`src/rtl/morse_pkg.sv`:
```
// ============================================================================
//  Module      : morse_pkg
//  Description : Shared symbol type and codes for the Morse front-end and the
//                morse_top decoder.
//  Revision    : 1.0  initial release
// ============================================================================
`default_nettype none

package morse_pkg;

    // Two-bit symbol code carried from the scheduler to the decoder
    typedef logic [1:0] sym_t;

    localparam sym_t SYM_DOT  = 2'd0;
    localparam sym_t SYM_DASH = 2'd1;
    localparam sym_t SYM_CHAR = 2'd2;
    localparam sym_t SYM_WORD = 2'd3;

    // One key per symbol code; key index equals its symbol code
    localparam int NUM_KEYS = 4;

    // Lowest-index set bit wins: DOT > DASH > CHAR_SPACE > WORD_SPACE
    function automatic sym_t highest_priority(input logic [NUM_KEYS-1:0] req);
        sym_t sel;
        sel = SYM_DOT;
        for (int i = NUM_KEYS - 1; i >= 0; i--) begin
            if (req[i]) begin
                sel = sym_t'(i);
            end
        end
        return sel;
    endfunction

endpackage

`default_nettype wire

```
`src/rtl/morse_key_debounce.sv`:
```
// ============================================================================
//  Module      : morse_key_debounce
//  Description : Two-flop synchroniser, stability counter and rising-edge
//                press pulse for one raw mechanical key.
//  Revision    : 1.0  initial release
// ============================================================================
`default_nettype none

module morse_key_debounce #(
    parameter int DEBOUNCE_CYCLES = 16
) (
    input  logic clk,
    input  logic rst_n,
    input  logic i_key,
    output logic o_press
);

    localparam int CNT_W = $clog2(DEBOUNCE_CYCLES + 1);

    logic             r_sync1;
    logic             r_sync2;
    logic             r_level;
    logic             r_press;
    logic [CNT_W-1:0] r_cnt;

    // Bring the asynchronous key into the clock domain
    always_ff @(posedge clk or negedge rst_n) begin
        if (!rst_n) begin
            r_sync1 <= 1'b0;
            r_sync2 <= 1'b0;
        end else begin
            r_sync1 <= i_key;
            r_sync2 <= r_sync1;
        end
    end

    // Flip the level after enough consecutive disagreeing samples; pulse on a rise
    always_ff @(posedge clk or negedge rst_n) begin
        if (!rst_n) begin
            r_level <= 1'b0;
            r_press <= 1'b0;
            r_cnt   <= '0;
        end else begin
            r_press <= 1'b0;
            if (r_sync2 != r_level) begin
                if (r_cnt == CNT_W'(DEBOUNCE_CYCLES - 1)) begin
                    r_level <= r_sync2;
                    r_press <= r_sync2;
                    r_cnt   <= '0;
                end else begin
                    r_cnt <= r_cnt + 1'b1;
                end
            end else begin
                r_cnt <= '0;
            end
        end
    end

    assign o_press = r_press;

endmodule

`default_nettype wire

```
`src/rtl/morse_symbol_scheduler.sv`:
```
// ============================================================================
//  Module      : morse_symbol_scheduler
//  Description : Debounces the four Morse keys, arbitrates pending symbols,
//                inserts automatic char/word gaps after idle time and queues
//                symbols for the decoder over a valid/ready handshake.
//  Revision    : 1.0  initial release
// ============================================================================
`default_nettype none

module morse_symbol_scheduler #(
    parameter int DEBOUNCE_CYCLES = 16,
    parameter int GAP_CHAR_CYCLES = 1000,
    parameter int GAP_WORD_CYCLES = 3000,
    parameter int FIFO_DEPTH      = 4
) (
    input  logic                          clk,
    input  logic                          rst_n,
    input  logic                          dot_btn,
    input  logic                          dash_btn,
    input  logic                          char_btn,
    input  logic                          word_btn,
    input  logic                          auto_gap_en,
    input  logic                          sym_ready,
    output logic                          sym_valid,
    output logic [1:0]                    sym_code,
    output logic [$clog2(FIFO_DEPTH):0]   fifo_count,
    output logic                          overflow
);

    import morse_pkg::*;

    localparam int PTR_W  = $clog2(FIFO_DEPTH);
    localparam int CNT_W  = PTR_W + 1;
    localparam int IDLE_W = $clog2(GAP_WORD_CYCLES + 1);

    // Key conditioning
    logic [NUM_KEYS-1:0] w_keys;
    logic [NUM_KEYS-1:0] w_press;

    assign w_keys = {word_btn, char_btn, dash_btn, dot_btn};

    for (genvar gi = 0; gi < NUM_KEYS; gi++) begin : g_key
        morse_key_debounce #(
            .DEBOUNCE_CYCLES(DEBOUNCE_CYCLES)
        ) u_debounce (
            .clk    (clk),
            .rst_n  (rst_n),
            .i_key  (w_keys[gi]),
            .o_press(w_press[gi])
        );
    end

    // State
    logic [NUM_KEYS-1:0] r_pend;
    logic                r_overflow;
    logic [IDLE_W-1:0]   r_idle;
    logic                r_char_due;
    logic                r_word_due;
    sym_t                r_mem [FIFO_DEPTH];
    logic [PTR_W-1:0]    r_wr_ptr;
    logic [PTR_W-1:0]    r_rd_ptr;
    logic [CNT_W-1:0]    r_count;

    // Handshake and arbitration
    logic                w_pop;
    logic                w_room;
    logic                w_push;
    sym_t                w_push_sym;
    logic [NUM_KEYS-1:0] w_push_1h;
    logic                w_push_elem;
    logic                w_auto_char;
    logic                w_auto_word;
    logic [NUM_KEYS-1:0] w_auto;
    logic [NUM_KEYS-1:0] w_pend_next;

    assign w_pop  = (r_count != '0) && sym_ready;
    // A full queue still accepts a push when the head leaves in the same cycle
    assign w_room = (r_count < CNT_W'(FIFO_DEPTH)) || w_pop;

    // Choose the highest-priority pending symbol when there is room for it
    always_comb begin
        w_push     = 1'b0;
        w_push_sym = SYM_DOT;
        w_push_1h  = '0;
        if (w_room && (r_pend != '0)) begin
            w_push                = 1'b1;
            w_push_sym            = highest_priority(r_pend);
            w_push_1h[w_push_sym] = 1'b1;
        end
    end

    assign w_push_elem = w_push && ((w_push_sym == SYM_DOT) || (w_push_sym == SYM_DASH));

    // Gap requests fire once when the idle timer passes each threshold
    assign w_auto_char = auto_gap_en && r_char_due && (r_idle == IDLE_W'(GAP_CHAR_CYCLES - 1));
    assign w_auto_word = auto_gap_en && r_word_due && (r_idle == IDLE_W'(GAP_WORD_CYCLES - 1));
    assign w_auto      = {w_auto_word, w_auto_char, 2'b00};

    // A key event only lands if its flag is free; auto requests merge without complaint
    assign w_pend_next = (r_pend & ~w_push_1h) | (w_press & ~r_pend) | w_auto;

    // Pending flags and the sticky dropped-event indicator
    always_ff @(posedge clk or negedge rst_n) begin
        if (!rst_n) begin
            r_pend     <= '0;
            r_overflow <= 1'b0;
        end else begin
            r_pend <= w_pend_next;
            if ((w_press & r_pend) != '0) begin
                r_overflow <= 1'b1;
            end
        end
    end

    // Idle timer since the last dot/dash and the outstanding-gap flags
    always_ff @(posedge clk or negedge rst_n) begin
        if (!rst_n) begin
            r_idle     <= '0;
            r_char_due <= 1'b0;
            r_word_due <= 1'b0;
        end else if (w_push_elem) begin
            r_idle     <= '0;
            r_char_due <= 1'b1;
            r_word_due <= 1'b1;
        end else begin
            if (r_idle != IDLE_W'(GAP_WORD_CYCLES)) begin
                r_idle <= r_idle + 1'b1;
            end
            if (w_push && (w_push_sym == SYM_CHAR)) begin
                r_char_due <= 1'b0;
            end
            if (w_push && (w_push_sym == SYM_WORD)) begin
                r_char_due <= 1'b0;
                r_word_due <= 1'b0;
            end
        end
    end

    // Symbol queue storage, pointers and occupancy
    always_ff @(posedge clk or negedge rst_n) begin
        if (!rst_n) begin
            for (int i = 0; i < FIFO_DEPTH; i++) begin
                r_mem[i] <= SYM_DOT;
            end
            r_wr_ptr <= '0;
            r_rd_ptr <= '0;
            r_count  <= '0;
        end else begin
            if (w_push) begin
                r_mem[r_wr_ptr] <= w_push_sym;
                r_wr_ptr        <= r_wr_ptr + 1'b1;
            end
            if (w_pop) begin
                r_rd_ptr <= r_rd_ptr + 1'b1;
            end
            case ({w_push, w_pop})
                2'b10:   r_count <= r_count + 1'b1;
                2'b01:   r_count <= r_count - 1'b1;
                default: r_count <= r_count;
            endcase
        end
    end

    assign sym_valid  = (r_count != '0);
    assign sym_code   = r_mem[r_rd_ptr];
    assign fifo_count = r_count;
    assign overflow   = r_overflow;

endmodule

`default_nettype wire
```
`config.mk`:
```
export PLATFORM = sky130hd
export DESIGN_NAME = morse_symbol_scheduler
export DESIGN_NICKNAME = d
export VERILOG_FILES = /design/src/rtl/morse_pkg.sv /design/src/rtl/morse_key_debounce.sv /design/src/rtl/morse_symbol_scheduler.sv
export SDC_FILE = /design/constraint.sdc
export NUM_CORES = 1
export LEC_CHECK = 0
export BUFFER_PORTS_ARGS = -buffer_cell sky130_fd_sc_hd__buf_2
export CORE_MARGIN = 3
export CORE_UTILIZATION = 40
export DETAILED_ROUTE_END_ITERATION = 7
export GPL_TIMING_DRIVEN = 0
export PLACE_DENSITY = 0.62
export SLEW_MARGIN = 10
export SYNTH_ARGS = -nofsm -noshare
export SYNTH_HDL_FRONTEND = slang
export SYNTH_HIERARCHICAL = 1
export SYNTH_SLANG_ARGS = --single-unit
export TNS_END_PERCENT = 50
```
`constraint.sdc`:
```
create_clock -name clk -period 1.9 [get_ports clk]
set_input_delay 0.38 -clock clk [delete_from_list [all_inputs] [get_ports clk]]
set_output_delay 0.38 -clock clk [all_outputs]
set_load 0.05 [all_outputs]
```
* Word level (Yosys, flattened, before mapping) *
Cells that the tools add are included.

storage, ports and cells
  bits of input ports = 8
  flip-flop bits (word level) = 70
  output and inout bits = 7

cells by class
  $lt $le $gt $ge = 6
  mux-type cells = 40
  add/sub/neg operators = 9
  reduce and logical (&&, ||, !) cells = 25
  bitwise operators = 9
  eq/ne operators = 16

operator list
  cell                     number
  $mux W5                  8
  $mux W12                 2
  $add A5 B1 Y5 const B    4
  $eq A5 B4 Y1 const B     4
  $mux W2                  9
  $mux W1                  15
  $add A12 B1 Y12 const B  1
  $and A4 B4 Y4            3
  $eq A12 B10 Y1 const B   1
  $eq A12 B12 Y1 const B   1
  $ne A12 B12 Y1 const B   1
  $logic_and A1 B1 Y1      11
  $bwmux W8                1
  $not A4 Y4               2
  $or A4 B4 Y4             2
  $reduce_and A2 Y1        4
  $reduce_bool A4 Y1       2
  $eq A2 B2 Y1 const B     3
  $ge A3 B3 Y1 const B     2
  $not A2 Y3               2
  $pmux W3 S2              1
  $reduce_bool A2 Y1       3
  $reduce_bool A3 Y1       2
  $add A2 B1 Y2 const B    2
  other kinds (14)         19

* Longest topological paths before layout *
  depth after elaboration = 14
  depth in mapped cells = 10
  depth with buffers taken out = 9

* By module *
Netlist, hierarchy kept.

modules (own cells, without submodules)
  module                  sequential area each (sq um)  times used  area an instance (sq um)  cells each
  morse_symbol_scheduler  850.8                         1           1790.5                    160
  morse_key_debounce      225.2                         4           350.3                     25

* Worst setup path before layout *
OpenSTA, ideal clock, no wires.

  path kind = register to register
  start = reg r_count[2], in the netlist fifo_count[2]
  end = reg r_count[2], in the netlist fifo_count[2]
  clock period less this slack = 2.138 ns
  data arrival time = 2.055 ns
  data required time = 1.818 ns
  setup time = 0.082 ns
  buffers on the path = 0
  setup slack = -0.238 ns
  stages on the path, launching flop included = 10
  path through = dfrtp_1 -> nor2b_4 -> a21oi_1 -> inv_1 -> ha_1 -> inv_1 -> fa_1 -> xor2_1 -> nor2_1 -> xor2_1

on the way
  longest elaborated chain between the ends = 7

RTL lines
  what                                                  RTL line                       source
  start, declared                                       morse_symbol_scheduler.sv:62   logic [CNT_W-1:0] r_count;
  start signal, assigned                                morse_symbol_scheduler.sv:157  2'b10: r_count <= r_count + 1'b1;
  start signal, assigned                                morse_symbol_scheduler.sv:158  2'b01: r_count <= r_count - 1'b1;
  start signal, assigned                                morse_symbol_scheduler.sv:159  default: r_count <= r_count;
  branches (longest 7 deep; another with $lt A3 B3 Y1)  n/a

Several ways; the timed one is not identified.
A chain may end at the register's enable or synchronous reset.

* Final worst setup path *
  start = reg r_rd_ptr[0]
  end = out sym_code[1]

on the way
  longest elaborated chain between the ends = 4

RTL lines
  what                                        RTL line                       source
  start, declared                             morse_symbol_scheduler.sv:61   logic [PTR_W-1:0] r_rd_ptr;
  start signal, assigned                      morse_symbol_scheduler.sv:154  r_rd_ptr <= r_rd_ptr + 1'b1;
  $not A2 Y3 (implied by the code)            morse_symbol_scheduler.sv:165  assign sym_code = r_mem[r_rd_ptr];
  $bmux W2 S2                                 morse_symbol_scheduler.sv:165
  $mux W2 (implied by the code) (2 in a row)  morse_symbol_scheduler.sv:165
  end, declared                               morse_symbol_scheduler.sv:25   output logic [1:0] sym_code,

Every way passes these cells. The select of a mux whose other input is x is not followed.

==> metrics <==
max-slew violations=0; Fin. Hold Viols=0; fill count=690; row cnt=31; average size of a mapped cell=12.3 sq um; antenna viol nets, final=0; Post-synth top flop=dfrtp_1; Vias=1,951; flops & latches, synth=70; final period utilization=0.968; post-DR vias/cell=4.95; leading cell type in the layout, fill and taps excluded=dfrtp_1; CP required=1.52 ns; Synth Cell Area=0.00319 sq mm; syn nets=280; clock sink total=70; antenna cell count=0; Root Buffer=clkbuf_8; crit path DAT=1.46 ns; Layout Nets=310; Synth Area in Compound Gates=0.0690; Worst Skew=0.00784 ns; outcome=finished, final reports clean; first-pass GRT wire length=8.70 mm; YS warnings=6; Core Area=0.00749 sq mm; commonest cells after routing, fill and taps aside=65 x dfrtp_1, 21 x nor2_1, 17 x xor2_1; leak pwr=1.74 nW; Seq/Total Area, Yosys=0.549; worst-path maximum fanout=3; DP HPWL=3.39 mm; DR WL/cell=12.3 um; TritonCTS clock tree=built; largest family of logic cells by synthesized area=simple AND/OR/NAND/NOR gates; largest net degree at the start of global routing=54; cell count after synthesis=260; Slew HR=0.562; area share of fa/ha/maj cells after synthesis=0.0494; CTS buffer count=9; setup violators final=0; clock latency at the later pin of the worst-skew pair=0.33 ns; Pwr Total=0.00482 W; DR pass1 iterations=5; initial antenna violation count=0; clk buf depth=2; 1st-iter DRT viols=59; share of layout cells above drive strength 1=0.285; max-cap violations=0; Async S/R FF share, synth=1.00; Synth cell types=45; vias in the first global route=1,906; H-Tree Depth=3; Die ar.=0.00909 sq mm; Post-synth EDFFs=0; Initial Utilization=0.426; Hold/Removal Path Class=input port to flip-flop; Cell Pwr Density=1290 mW/mm^2; # IOs=15; f_max=544 MHz; proportion of synthesized area in mux cells=0.0694; Post-Synth Simple-Gate Area=0.180; RSZ-0062 raised after global routing=yes; total global-route track usage=0.124; minimum clock period=1.84 ns; Post-Synth XOR/XNOR Area=0.0576; Least-Margin Pin Slew=0.654 ns; crit path launch type=flip-flop; CP Class=flip-flop to output port; Final Instance Area=0.00373 sq mm; Routed WL=4.86 mm; DRC viols=0; Finished Core Util=0.499; total grt overflow=0; critical path endpoint category=output port; Final GP Congestion=0.708; Die H=95.3 um; Worst IR Drop VDD=0.430 mV; die width=95.3 um; placed instance area=0.00343 sq mm; Reg clk slew, reported paths=0.08 ns; port bufs=14; Area growth syn-to-layout=16.9%
[synthesized netlist by cell type (all sizes together), types with 6 or more instances]
cell	number	share of area
a21oi	10	0.016
mux2	13	0.046
xor2	17	0.047
o21ai	15	0.028
ha	11	0.043
nand3	17	0.041
inv	14	0.016
or3	6	0.012
nor2	27	0.036
nand2	6	0.0071
dfrtp	70	0.55
[cell families after synthesis]
logic type	after synthesis
adders and majority gates	12
muxes	18
DFF	70
and+or+nand+nor	86
AOI/OAI and AO/OA	35
buffers and inverters	18
xor gates and xnor gates	21
[report_power, final]
group / switching [W] / internal, W / leakage [nW]
Clock: 0.000546 / 0.000944 / 0.122
Sequential: 0.000237 / 0.00177 / 0.908
Combinational: 0.000775 / 0.000546 / 0.711
[layer usage]
layer  global-route usage  wire length, um  up-vias
li1                     -                -      969
met1                0.173             2480      960
met2                0.178             2200       16
met3               0.0284              123        6
met4               0.0685               69        0
met5                    0                0        -
[metrics by stage]
stage                TNS, ns  worst slack (ns)  hold slack (ns)  cells
floorplan           -0.00875          -0.00875           0.0844    260
global placement      -0.237           -0.0620            0.333    373
detailed placement   -0.0876           -0.0876            0.272    374
CTS                        0            0.0125            0.128    392
global route        -0.00739          -0.00739            0.130    394
finish                     0            0.0614            0.148    394
[cell type report]
cell class | count | area (sq um) | area share
clock buffers | 11 | 151 | 0.0406
plain buffers | 4 | 31.3 | 0.00838
repair buffers | 19 | 133 | 0.0355
flip-flops and latches | 70 | 1760 | 0.471
well taps | 99 | 124 | 0.0332
multi-input cells | 172 | 1380 | 0.369
clock inverters | 5 | 105 | 0.0282
inverters | 14 | 52.6 | 0.0141
[worst paths after layout]
check                                       startpoint                           end  slack [ns]  depth (start not counted)
hold / removal                                dash_btn   g_key[1].u_debounce/r_sync1        0.15                          1
setup / recovery                           r_rd_ptr[0]                   sym_code[1]        0.06                          2
max in group asynchronous                        rst_n                   r_rd_ptr[0]        0.91                          3
hold reg to reg            g_key[2].u_debounce/r_sync1   g_key[2].u_debounce/r_sync2        0.35                          0
min in group asynchronous                        rst_n  g_key[2].u_debounce/r_cnt[1]        0.45                          2
setup reg to reg                             r_pend[1]                 fifo_count[2]        0.12                         10
[state kept, by name, indices dropped and copies added, names as in the netlist]
name	cells
g_key.u_debounce/o_press	4
r_mem	8
fifo_count	3
g_key.u_debounce/r_sync2	4
r_rd_ptr	2
g_key.u_debounce/r_cnt	20
r_idle	12
r_word_due	1
g_key.u_debounce/r_level	4
r_char_due	1
g_key.u_debounce/r_sync1	4
r_pend	4
r_wr_ptr	2
overflow	1
[what timing repair did]
action,in CTS,in global routing
resized for setup,2,2
pin swaps,1,2
hold buffers,1,0
buffers inserted,1,2
hold endpoints to repair,17,0
endpoints found under the setup margin,3,3
[critical path, cell delays in order, from the launching register on]
cell and delay, ns:
dfrtp_2 0.40, mux4_2 0.50, buf_2 0.22
(Power assumes the default switching activity.)
